**src/rtl/rx_link_pkg.sv**
```systemverilog
// Shared state encoding and statistics widths for the receive link controller.
package rx_link_pkg;

    typedef enum logic [2:0] {
        IDLE    = 3'd0,
        SETTLE  = 3'd1,
        HUNT    = 3'd2,
        LOCKED  = 3'd3,
        RETRAIN = 3'd4
    } link_state_t;

    localparam int STATE_W       = 3;
    localparam int FRAME_CNT_W   = 32;
    localparam int ERR_CNT_W     = 32;
    localparam int RETRAIN_CNT_W = 16;

endpackage

```
**src/rtl/rx_link_if.sv**
```systemverilog
// Decoded byte stream from the Manchester decoder into the link controller.
interface rx_link_if;

    logic       byte_valid;
    logic [7:0] decoded_byte;
    logic       tx_end;

    modport master (output byte_valid, decoded_byte, tx_end);
    modport slave  (input  byte_valid, decoded_byte, tx_end);

endinterface

```
**src/rtl/rx_frame_checker.sv**
```systemverilog
// Assembles decoded bytes into a frame register and grades each frame on tx_end.
// cmp_* is the same-cycle verdict; done/good are its registered copies.
module rx_frame_checker #(
    parameter int                     FRAME_LEN = 6,
    parameter logic [FRAME_LEN*8-1:0] EXPECTED  = 48'hAABBCCDDEEFF
) (
    input  logic      aclk,
    input  logic      aresetn,
    rx_link_if.slave  rx,
    input  logic      flush,
    output logic      cmp_done,
    output logic      cmp_good,
    output logic      done,
    output logic      good
);

    localparam int            W        = FRAME_LEN * 8;
    localparam int            CW       = $clog2(FRAME_LEN + 2);
    localparam logic [CW-1:0] CNT_SAT  = CW'(FRAME_LEN + 1);
    localparam logic [CW-1:0] CNT_FULL = CW'(FRAME_LEN);

    logic [W-1:0]  shift_q;
    logic [W-1:0]  shift_next;
    logic [CW-1:0] count_q;
    logic [CW-1:0] count_next;
    logic          accept;

    // Count saturates one past a full frame so long frames stay distinguishable.
    always_comb begin
        accept     = rx.byte_valid && !flush;
        shift_next = (shift_q << 8) | W'(rx.decoded_byte);
        count_next = (count_q == CNT_SAT) ? count_q : count_q + 1'b1;
        cmp_done   = accept && rx.tx_end;
        cmp_good   = cmp_done && (count_next == CNT_FULL) && (shift_next == EXPECTED);
    end

    always_ff @(posedge aclk or negedge aresetn) begin
        if (!aresetn) begin
            shift_q <= '0;
            count_q <= '0;
            done    <= 1'b0;
            good    <= 1'b0;
        end else begin
            done <= cmp_done;
            good <= cmp_good;
            if (flush) begin
                shift_q <= '0;
                count_q <= '0;
            end else if (accept) begin
                shift_q <= shift_next;
                count_q <= rx.tx_end ? '0 : count_next;
            end
        end
    end

endmodule

```
**src/rtl/rx_link_controller.sv**
```systemverilog
// Receive link supervisor: DRU reset/settle sequencing, frame-based lock detection,
// retrain on repeated errors or silence, and debug statistics.
module rx_link_controller
    import rx_link_pkg::*;
#(
    parameter int                       FRAME_LEN      = 6,
    parameter logic [FRAME_LEN*8-1:0]   EXPECTED       = 48'hAABBCCDDEEFF,
    parameter int                       RST_CYCLES     = 8,
    parameter int                       SETTLE_CYCLES  = 256,
    parameter int                       LOCK_FRAMES    = 4,
    parameter int                       MAX_ERRS       = 3,
    parameter int                       IDLE_TIMEOUT   = 65536,
    parameter logic [FRAME_CNT_W-1:0]   FRAME_CNT_INIT = '0
) (
    input  logic                     aclk,
    input  logic                     aresetn,
    input  logic                     pll_locked,
    rx_link_if.slave                 rx,
    input  logic                     clear_stats,
    output logic                     dru_aresetn,
    output logic                     link_up,
    output logic                     frame_ok,
    output logic                     frame_err,
    output logic [STATE_W-1:0]       state,
    output logic [FRAME_CNT_W-1:0]   frame_cnt,
    output logic [ERR_CNT_W-1:0]     err_cnt,
    output logic [RETRAIN_CNT_W-1:0] retrain_cnt
);

    localparam int            TW          = $clog2(SETTLE_CYCLES);
    localparam int            IW          = $clog2(IDLE_TIMEOUT);
    localparam int            GW          = $clog2(LOCK_FRAMES + 1);
    localparam int            BW          = $clog2(MAX_ERRS + 1);
    localparam logic [TW-1:0] SETTLE_LAST = TW'(SETTLE_CYCLES - 1);
    localparam logic [TW-1:0] RST_LAST    = TW'(RST_CYCLES - 1);
    localparam logic [IW-1:0] IDLE_LAST   = IW'(IDLE_TIMEOUT - 1);
    localparam logic [GW-1:0] LOCK_LAST   = GW'(LOCK_FRAMES - 1);
    localparam logic [BW-1:0] ERR_LAST    = BW'(MAX_ERRS - 1);

    link_state_t   state_q;
    logic [TW-1:0] settle_q;
    logic [IW-1:0] idle_q;
    logic [GW-1:0] good_run_q;
    logic [BW-1:0] bad_run_q;
    logic          in_frames;
    logic          flush;
    logic          timeout;
    logic          retrain_go;
    logic          cmp_done;
    logic          cmp_good;
    logic          chk_done;
    logic          chk_good;

    // A byte arriving on the timeout cycle keeps the link alive.
    assign in_frames  = (state_q == HUNT) || (state_q == LOCKED);
    assign flush      = !pll_locked || !in_frames;
    assign timeout    = in_frames && (idle_q == IDLE_LAST) && !rx.byte_valid;
    assign retrain_go = pll_locked &&
                        ((state_q == LOCKED && cmp_done && !cmp_good && bad_run_q == ERR_LAST) ||
                         timeout);

    assign state     = state_q;
    assign frame_ok  = chk_done && chk_good;
    assign frame_err = chk_done && !chk_good;

    rx_frame_checker #(
        .FRAME_LEN (FRAME_LEN),
        .EXPECTED  (EXPECTED)
    ) u_checker (
        .aclk     (aclk),
        .aresetn  (aresetn),
        .rx       (rx),
        .flush    (flush),
        .cmp_done (cmp_done),
        .cmp_good (cmp_good),
        .done     (chk_done),
        .good     (chk_good)
    );

    always_ff @(posedge aclk or negedge aresetn) begin
        if (!aresetn) begin
            state_q     <= IDLE;
            dru_aresetn <= 1'b0;
            link_up     <= 1'b0;
            settle_q    <= '0;
            idle_q      <= '0;
            good_run_q  <= '0;
            bad_run_q   <= '0;
        end else if (!pll_locked) begin
            state_q     <= IDLE;
            dru_aresetn <= 1'b0;
            link_up     <= 1'b0;
            settle_q    <= '0;
            idle_q      <= '0;
            good_run_q  <= '0;
            bad_run_q   <= '0;
        end else begin
            idle_q <= (in_frames && !rx.byte_valid) ? idle_q + 1'b1 : '0;
            case (state_q)
                IDLE: begin
                    state_q     <= SETTLE;
                    settle_q    <= '0;
                    dru_aresetn <= 1'b0;
                end
                SETTLE: begin
                    if (settle_q == SETTLE_LAST) begin
                        state_q     <= HUNT;
                        idle_q      <= '0;
                        dru_aresetn <= 1'b1;
                    end else begin
                        settle_q    <= settle_q + 1'b1;
                        dru_aresetn <= (settle_q >= RST_LAST);
                    end
                end
                HUNT: begin
                    if (cmp_done) begin
                        if (!cmp_good) begin
                            good_run_q <= '0;
                        end else if (good_run_q == LOCK_LAST) begin
                            state_q    <= LOCKED;
                            link_up    <= 1'b1;
                            good_run_q <= '0;
                            bad_run_q  <= '0;
                        end else begin
                            good_run_q <= good_run_q + 1'b1;
                        end
                    end else if (timeout) begin
                        state_q    <= RETRAIN;
                        link_up    <= 1'b0;
                        idle_q     <= '0;
                        good_run_q <= '0;
                        bad_run_q  <= '0;
                    end
                end
                LOCKED: begin
                    if ((cmp_done && !cmp_good && bad_run_q == ERR_LAST) || timeout) begin
                        state_q    <= RETRAIN;
                        link_up    <= 1'b0;
                        idle_q     <= '0;
                        good_run_q <= '0;
                        bad_run_q  <= '0;
                    end else if (cmp_done) begin
                        bad_run_q <= cmp_good ? '0 : bad_run_q + 1'b1;
                    end
                end
                RETRAIN: begin
                    state_q     <= SETTLE;
                    settle_q    <= '0;
                    dru_aresetn <= 1'b0;
                    good_run_q  <= '0;
                    bad_run_q   <= '0;
                end
                default: begin
                    state_q     <= IDLE;
                    dru_aresetn <= 1'b0;
                    link_up     <= 1'b0;
                end
            endcase
        end
    end

    // Frame and error counters wrap together so err_cnt never exceeds frame_cnt.
    always_ff @(posedge aclk or negedge aresetn) begin
        if (!aresetn) begin
            frame_cnt   <= FRAME_CNT_INIT;
            err_cnt     <= '0;
            retrain_cnt <= '0;
        end else if (clear_stats) begin
            frame_cnt   <= '0;
            err_cnt     <= '0;
            retrain_cnt <= '0;
        end else begin
            if (cmp_done) begin
                if (frame_cnt == '1) begin
                    frame_cnt <= '0;
                    err_cnt   <= '0;
                end else begin
                    frame_cnt <= frame_cnt + 1'b1;
                    if (!cmp_good) begin
                        err_cnt <= err_cnt + 1'b1;
                    end
                end
            end
            if (retrain_go && retrain_cnt != '1) begin
                retrain_cnt <= retrain_cnt + 1'b1;
            end
        end
    end

endmodule

```
**src/flat_wrapper.sv**
```systemverilog
// flat-port wrapper written by rule: the top's interface ports become plain ports
module rx_link_controller_flat import rx_link_pkg::*;
#(
    parameter int                       FRAME_LEN      = 6,
    parameter logic [FRAME_LEN*8-1:0]   EXPECTED       = 48'hAABBCCDDEEFF,
    parameter int                       RST_CYCLES     = 8,
    parameter int                       SETTLE_CYCLES  = 256,
    parameter int                       LOCK_FRAMES    = 4,
    parameter int                       MAX_ERRS       = 3,
    parameter int                       IDLE_TIMEOUT   = 65536,
    parameter logic [FRAME_CNT_W-1:0]   FRAME_CNT_INIT = '0
)
  (aclk, aresetn, pll_locked, clear_stats, dru_aresetn, link_up, frame_ok, frame_err, state, frame_cnt, err_cnt, retrain_cnt, rx_byte_valid, rx_decoded_byte, rx_tx_end);
  rx_link_if rx_i ();
  input  logic aclk;
  input  logic aresetn;
  input  logic pll_locked;
  input  logic clear_stats;
  output logic dru_aresetn;
  output logic link_up;
  output logic frame_ok;
  output logic frame_err;
  output logic [STATE_W-1:0] state;
  output logic [FRAME_CNT_W-1:0] frame_cnt;
  output logic [ERR_CNT_W-1:0] err_cnt;
  output logic [RETRAIN_CNT_W-1:0] retrain_cnt;
  input wire logic [$bits(rx_i.byte_valid)-1:0] rx_byte_valid;
  input wire logic [$bits(rx_i.decoded_byte)-1:0] rx_decoded_byte;
  input wire logic [$bits(rx_i.tx_end)-1:0] rx_tx_end;
  assign rx_i.byte_valid = rx_byte_valid;
  assign rx_i.decoded_byte = rx_decoded_byte;
  assign rx_i.tx_end = rx_tx_end;
  rx_link_controller #(.FRAME_LEN(FRAME_LEN), .EXPECTED(EXPECTED), .RST_CYCLES(RST_CYCLES), .SETTLE_CYCLES(SETTLE_CYCLES), .LOCK_FRAMES(LOCK_FRAMES), .MAX_ERRS(MAX_ERRS), .IDLE_TIMEOUT(IDLE_TIMEOUT), .FRAME_CNT_INIT(FRAME_CNT_INIT)) u_core (.aclk(aclk), .aresetn(aresetn), .pll_locked(pll_locked), .rx(rx_i), .clear_stats(clear_stats), .dru_aresetn(dru_aresetn), .link_up(link_up), .frame_ok(frame_ok), .frame_err(frame_err), .state(state), .frame_cnt(frame_cnt), .err_cnt(err_cnt), .retrain_cnt(retrain_cnt));
endmodule
```
**config.mk**
```make
export PLATFORM = sky130hd
export DESIGN_NAME = rx_link_controller_flat
export DESIGN_NICKNAME = d
export VERILOG_FILES = /design/src/rtl/rx_link_pkg.sv /design/src/rtl/rx_link_if.sv /design/src/rtl/rx_frame_checker.sv /design/src/rtl/rx_link_controller.sv /design/src/flat_wrapper.sv
export SDC_FILE = /design/constraint.sdc
export NUM_CORES = 1
export LEC_CHECK = 0
export ABC_AREA = 1
export CELL_PAD_IN_SITES_DETAIL_PLACEMENT = 1
export CELL_PAD_IN_SITES_GLOBAL_PLACEMENT = 1
export CORE_ASPECT_RATIO = 0.9
export CORE_MARGIN = 5
export CORE_UTILIZATION = 30
export DETAILED_ROUTE_END_ITERATION = 8
export HOLD_SLACK_MARGIN = 0.03
export MAX_ROUTING_LAYER = met4
export PLACE_DENSITY_LB_ADDON = 0.15
export SYNTH_ARGS = -nofsm -noshare
export SYNTH_HDL_FRONTEND = slang
export SYNTH_SLANG_ARGS = --single-unit
```
**constraint.sdc**
```tcl
create_clock -name aclk -period 2.5 [get_ports aclk]
set_input_delay 0.5 -clock aclk [delete_from_list [all_inputs] [get_ports aclk]]
set_output_delay 0.5 -clock aclk [all_outputs]
set_load 0.05 [all_outputs]
```
Word level (Yosys, flattened, before mapping)
Cells that the tools add are included.
{"block": "totals", "inputBits": 14, "ff_bits": 159, "out_inout_bits": 87, "elab_cells": 147}
{"block": "op_classes", "magnitude_cmp": 1, "muxes": 59, "n_reduce_logical": 39, "n_bitwise": 1, "n_eq_ne": 25, "addsub": 8}
{"operator": "32-bit two-way mux", "count": 7}
{"operator": "16-bit two-way mux", "count": 8}
{"operator": "40-bit two-way mux", "count": 2}
{"operator": "32-bit by 1-bit adder with 32-bit output, second input constant", "count": 2}
{"operator": "3-bit two-way mux", "count": 17}
{"operator": "48-bit equality test, second input constant", "count": 1}
{"operator": "48-bit by 8-bit bitwise OR with 48-bit output", "count": 1}
{"operator": "16-bit one-hot mux with 3 select lines", "count": 1}
{"operator": "16-bit by 1-bit adder with 16-bit output, second input constant", "count": 2}
{"operator": "32-bit equality test, second input constant", "count": 1}
{"operator": "16-bit equality test, second input constant", "count": 1}
{"operator": "1-bit logical AND", "count": 16}
{"operator": "2-bit two-way mux", "count": 8}
{"operator": "8-bit two-way mux", "count": 2}
{"operator": "16-bit != test, second input constant", "count": 1}
{"operator": "8-bit one-hot mux with 2 select lines", "count": 1}
{"operator": "5-bit AND reduction", "count": 3}
{"operator": "3-bit one-hot mux with 4 select lines", "count": 1}
{"operator": "3-bit by 2-bit equality test with 1-bit output, second input constant", "count": 3}
{"operator": "3-bit equality test, second input constant", "count": 3}
{"operator": "3-bit != test, second input constant", "count": 3}
{"operator": "3-bit one-hot mux with 3 select lines", "count": 1}
{"operator": "8-bit by 1-bit adder with 8-bit output, second input constant", "count": 1}
{"operator": "8-bit equality test, second input constant", "count": 1}
{"operator": "other kinds (23)", "count": 46}

Logic depth before layout (Yosys ltp)
{"block": "logic_depth", "word_depth": 17, "ltp_mapped": 16, "depth_no_buf": 16}

Modules after synthesis
A second synthesis with hierarchy kept.
{"block": "hier_totals", "hier_cells": 1269, "hier_area_um2": 9450.3}
{"module": "rx_link_controller", "seq_area_each_um2": 2852.7, "area_each_um2": 7370.8, "cells_each": 1052, "n_inst": 1}
{"module": "rx_frame_checker", "seq_area_each_um2": 1126.1, "area_each_um2": 2079.5, "cells_each": 217, "n_inst": 1}

Worst setup path before layout
No wires, ideal clock.
{"block": "synth_path", "path_type": "register to register", "start": "register u_core.err_cnt[1]", "end": "register u_core.err_cnt[16]", "t_arrival_ns": 2.097, "setup_slack_ns": 0.273, "stages_incl_launch_ff": 11, "n_path_buf": 0, "path_cell_list": "dfrtp_1 ha_1 nand2_1 nor2_1 nand3_1 nor2_1 nand2_1 nor3_1 nand2_1 o21ai_0 a21oi_1"}
{"block": "synth_between", "elab_chain_len": 5}
{"item": "start: declaration", "line_no": "rx_link_controller.sv:26", "rtl": "output logic [ERR_CNT_W-1:0] err_cnt,"}
{"item": "start signal: assignment", "line_no": "rx_link_controller.sv:180", "rtl": "err_cnt <= err_cnt + 1'b1;"}
{"item": "32-bit by 1-bit adder with 32-bit output", "line_no": "rx_link_controller.sv:180"}
{"item": "32-bit two-way mux", "line_no": "rx_link_controller.sv:179", "rtl": "if (!cmp_good) begin"}
{"item": "32-bit two-way mux", "line_no": "rx_link_controller.sv:174", "rtl": "if (frame_cnt == '1) begin"}
{"item": "32-bit two-way mux", "line_no": "rx_link_controller.sv:173", "rtl": "if (cmp_done) begin"}
{"item": "32-bit two-way mux", "line_no": "rx_link_controller.sv:168", "rtl": "end else if (clear_stats) begin"}
Every way passes these cells. The select of a mux whose other input is x is not followed.
A chain may end at the register's enable or synchronous reset.

Final worst setup path
{"block": "layout_path", "start": "register u_core.err_cnt[21]", "end": "output port err_cnt[21]"}
{"item": "end: declaration", "line_no": "flat_wrapper.sv:25", "rtl": "output logic [ERR_CNT_W-1:0] err_cnt;"}
No word-level cell between the ends.

==> impl_metrics.yaml <==
status:
  outcome: "completed"
critical_path:
  cp_data_arrival_time_ns: 1.84
  slowest_delay_ns: 0.87
  worst-path-max-fanout: 7
  start_kind: "register"
  path_buf_inv: 1
  crit_type: "reg -> out"
  reg2reg_slack_ns: 0.19
  end_kind: "output port"
  r2r_end: "u_core.err_cnt[25]$_DFFE_PN0P_"
  required_ns: 2.00
  crit_path_start: "u_core.err_cnt[21]$_DFFE_PN0P_"
  crit_slowest_cell: "clkdlybuf4s50_1"
  crit_family: "buffers and inverters"
  r2r-start: "u_core.err_cnt[5]$_DFFE_PN0P_"
  path_cells: "clkdlybuf4s50_1"
  path_depth: 1
  worstRegToRegCells: 6
synth:
  yosysSeqAreaShare: 0.442
  synthFlopType: "dfrtp_1"
  yosysWarnings: 0
  synth-edff-count: 0
  syn_avg_cell_area_sq_um: 7.61
  synth_area_sq_um: 9000
  synthCells: 1182
  syn_nets: 1205
  synthArstFlopShare: 1.00
  ys_ff_latch: 159
  synth.distinct_cells: 45
routing:
  final_antenna_net_count: 0
  drc: 0
  drt-initial-drc-count: 445
  via_per_inst: 4.85
  vias: 8475
  drtPass1Iterations: 5
  finalWirelength_microns: 28800
  wl_per_cell_microns: 16.5
floorplan:
  start_util: 0.303
  fp.dieArea_sq_um: 33600
  die_height_microns: 174
  core_sq_um: 29700
  rows: 60
  die_x_microns: 193
  boundaryPins: 101
placed_design:
  place_inst: 1714
  pre_cts_slack_ns: -0.0622
  port_buffers: 100
  place_congestion: 0.863
  hpwl_microns: 21900
timing:
  drv_slew: 0
  fin_ws_ns: 0.156
  min_period_over_period: 0.938
  fin_skew_ns: 0.0192
  worst_slew_pin_slew_ns: 0.635
  timing.setup.tns_ns: 0
  finalHoldViolCount: 0
  period_minus_slack_ns: 2.34
  fmax_mhz: 427
  finalHoldWorstSlack_ns: 0.471
  maxSlewHeadroom: 0.573
  rsz0062_at_grt: "no"
  setup-violations-final: 0
global_routing:
  grt_pass1_vias: 8958
  antenna_found_initial: 0
  overflow: 0
  grt_use_total: 0.182
  grt_pass1_wl_microns: 48200
  grt_max_degree: 64
clock_tree:
  clkSinkCount: 159
  cts_tree: "built"
  numCtsBuffers: 17
  clk_pin_slew_ns: 0.08
  insertion_delay_ns: 0.44
  cts_setup_buffers: 0
  clockRootBuffer: "clkbuf_16"
  ctsLongestPathBuffers: 2
  cts_max_level: 4
worst_hold_path:
  min_path_type: "reg -> reg"
  whs_endpoint: "u_core.idle_q[14]$_DFF_PN0_"
  hold-path-cell-count: 1
  hp-start: "u_core.idle_q[14]$_DFF_PN0_"
power_and_ir_drop:
  ir_worst_vdd_mv: 0.450
  p_total_mw: 6.28
  pwr_density_cell_nw_per_um2: 548
  leakage_nw: 4.76
final_layout:
  layout.nets: 1354
  antenna_cells: 0
  syn_to_final_growth_pct: 27.3
  drive_gt1_frac: 0.0945
  fin_cells: 1747
run:
  drv_cap: 0
[synth_stat cells, types with 4 or more instances]
| master | instances | area (sq um) |
|---|---|---|
| nand4_1 | 44 | 275 |
| o22ai_1 | 31 | 194 |
| or2_2 | 5 | 31.3 |
| o21ai_1 | 21 | 105 |
| nor4_1 | 17 | 106 |
| o21ai_0 | 48 | 240 |
| nand2_4 | 8 | 90.1 |
| nor2_2 | 4 | 25.0 |
| inv_2 | 5 | 18.8 |
| dfrtp_1 | 159 | 3980 |
| nor3b_1 | 4 | 30.0 |
| xor2_1 | 38 | 333 |
| a21oi_1 | 38 | 190 |
| inv_1 | 152 | 571 |
| nor3_1 | 54 | 270 |
| nand3_1 | 80 | 400 |
| clkinv_1 | 4 | 15.0 |
| nor2_1 | 134 | 503 |
| clkbuf_1 | 15 | 56.3 |
| ha_1 | 9 | 113 |
| nand2_1 | 258 | 968 |
| nand3b_1 | 8 | 60.1 |
[layout make-up]
type / count / area (sq um)
Fill cell: 3649 / 18300
Multi-Input combinational cell: 837 / 4270
Sequential cell: 159 / 3980
Timing Repair Buffer: 155 / 1520
Inverter: 161 / 604
Tap cell: 403 / 504
Clock buffer: 19 / 443
Clock inverter: 13 / 130
[how the worst max path moves through the flow]
stage | slack [ns] | endpoint
global placement | -0.06 | u_core.err_cnt[9]$_DFFE_PN0P_
floorplan | 0.27 | u_core.err_cnt[16]$_DFFE_PN0P_
detailed placement | -0.06 | u_core.err_cnt[16]$_DFFE_PN0P_
CTS | 0.14 | err_cnt[21]
global route | 0.03 | u_core.err_cnt[25]$_DFFE_PN0P_
finish | 0.16 | err_cnt[21]
[placed cells by master, fill, tap and decap left out, types with 44 or more instances in the layout]
cell and n:
nand3_1 80, o21ai_0 48, buf_4 46, clkdlybuf4s50_1 99, nand2_1 258, nor2_1 134, nor3_1 54, inv_1 152
nand4_1 44, dfrtp_1 159
[what timing repair did]
action	4_1_cts	5_1_grt
endpoints found under the setup margin	0	0
hold buffers	1	0
hold endpoints to repair	39	0
resized for setup	0	0
[registers in the layout, indices dropped and copies added, names as in the netlist, 2 cells and up]
register,cells
u_core.settle_q,8
u_core.frame_cnt,32
u_core.idle_q,16
u_core.err_cnt,32
u_core.good_run_q,3
u_core.retrain_cnt,16
u_core.bad_run_q,2
u_core.u_checker.shift_q,40
u_core.state,3
u_core.u_checker.count_q,3
[metrics by stage]
step | utilization | cell area [sq um]
2_1_floorplan | - | 9000
3_3_place_gp | 0.365 | 10900
3_5_place_dp | 0.365 | 10900
4_1_cts | 0.385 | 11400
5_1_grt | 0.385 | 11400
6_report | 0.385 | 11400
[per-layer routing]
layer / vias to the layer above / global-route usage / part of all wire
met5: - / - / 0
met4: 0 / 0.0374 / 0.0076
met3: 14 / 0.0293 / 0.025
met2: 107 / 0.268 / 0.44
met1: 4132 / 0.265 / 0.53
li1: 4222 / - / -
[cell families (layout without fill, tap and decap cells)]
kind of cell	Yosys count	count (layout)	share of synthesized area
compound gates	156	156	0.0967
simple gates	632	632	0.327
fa+ha+maj	9	9	0.0125
buf+inv	186	348	0.0830
xor+xnor	40	40	0.0389
flops	159	159	0.442
[report_power, final]
part / internal [mW] / switching (mW) / leakage [nW]
logic: 0.305 / 0.656 / 2.27
clock network: 1.42 / 1.20 / 0.272
registers: 2.63 / 0.0640 / 2.21
Note: power is estimated with default switching activity, not from simulation.
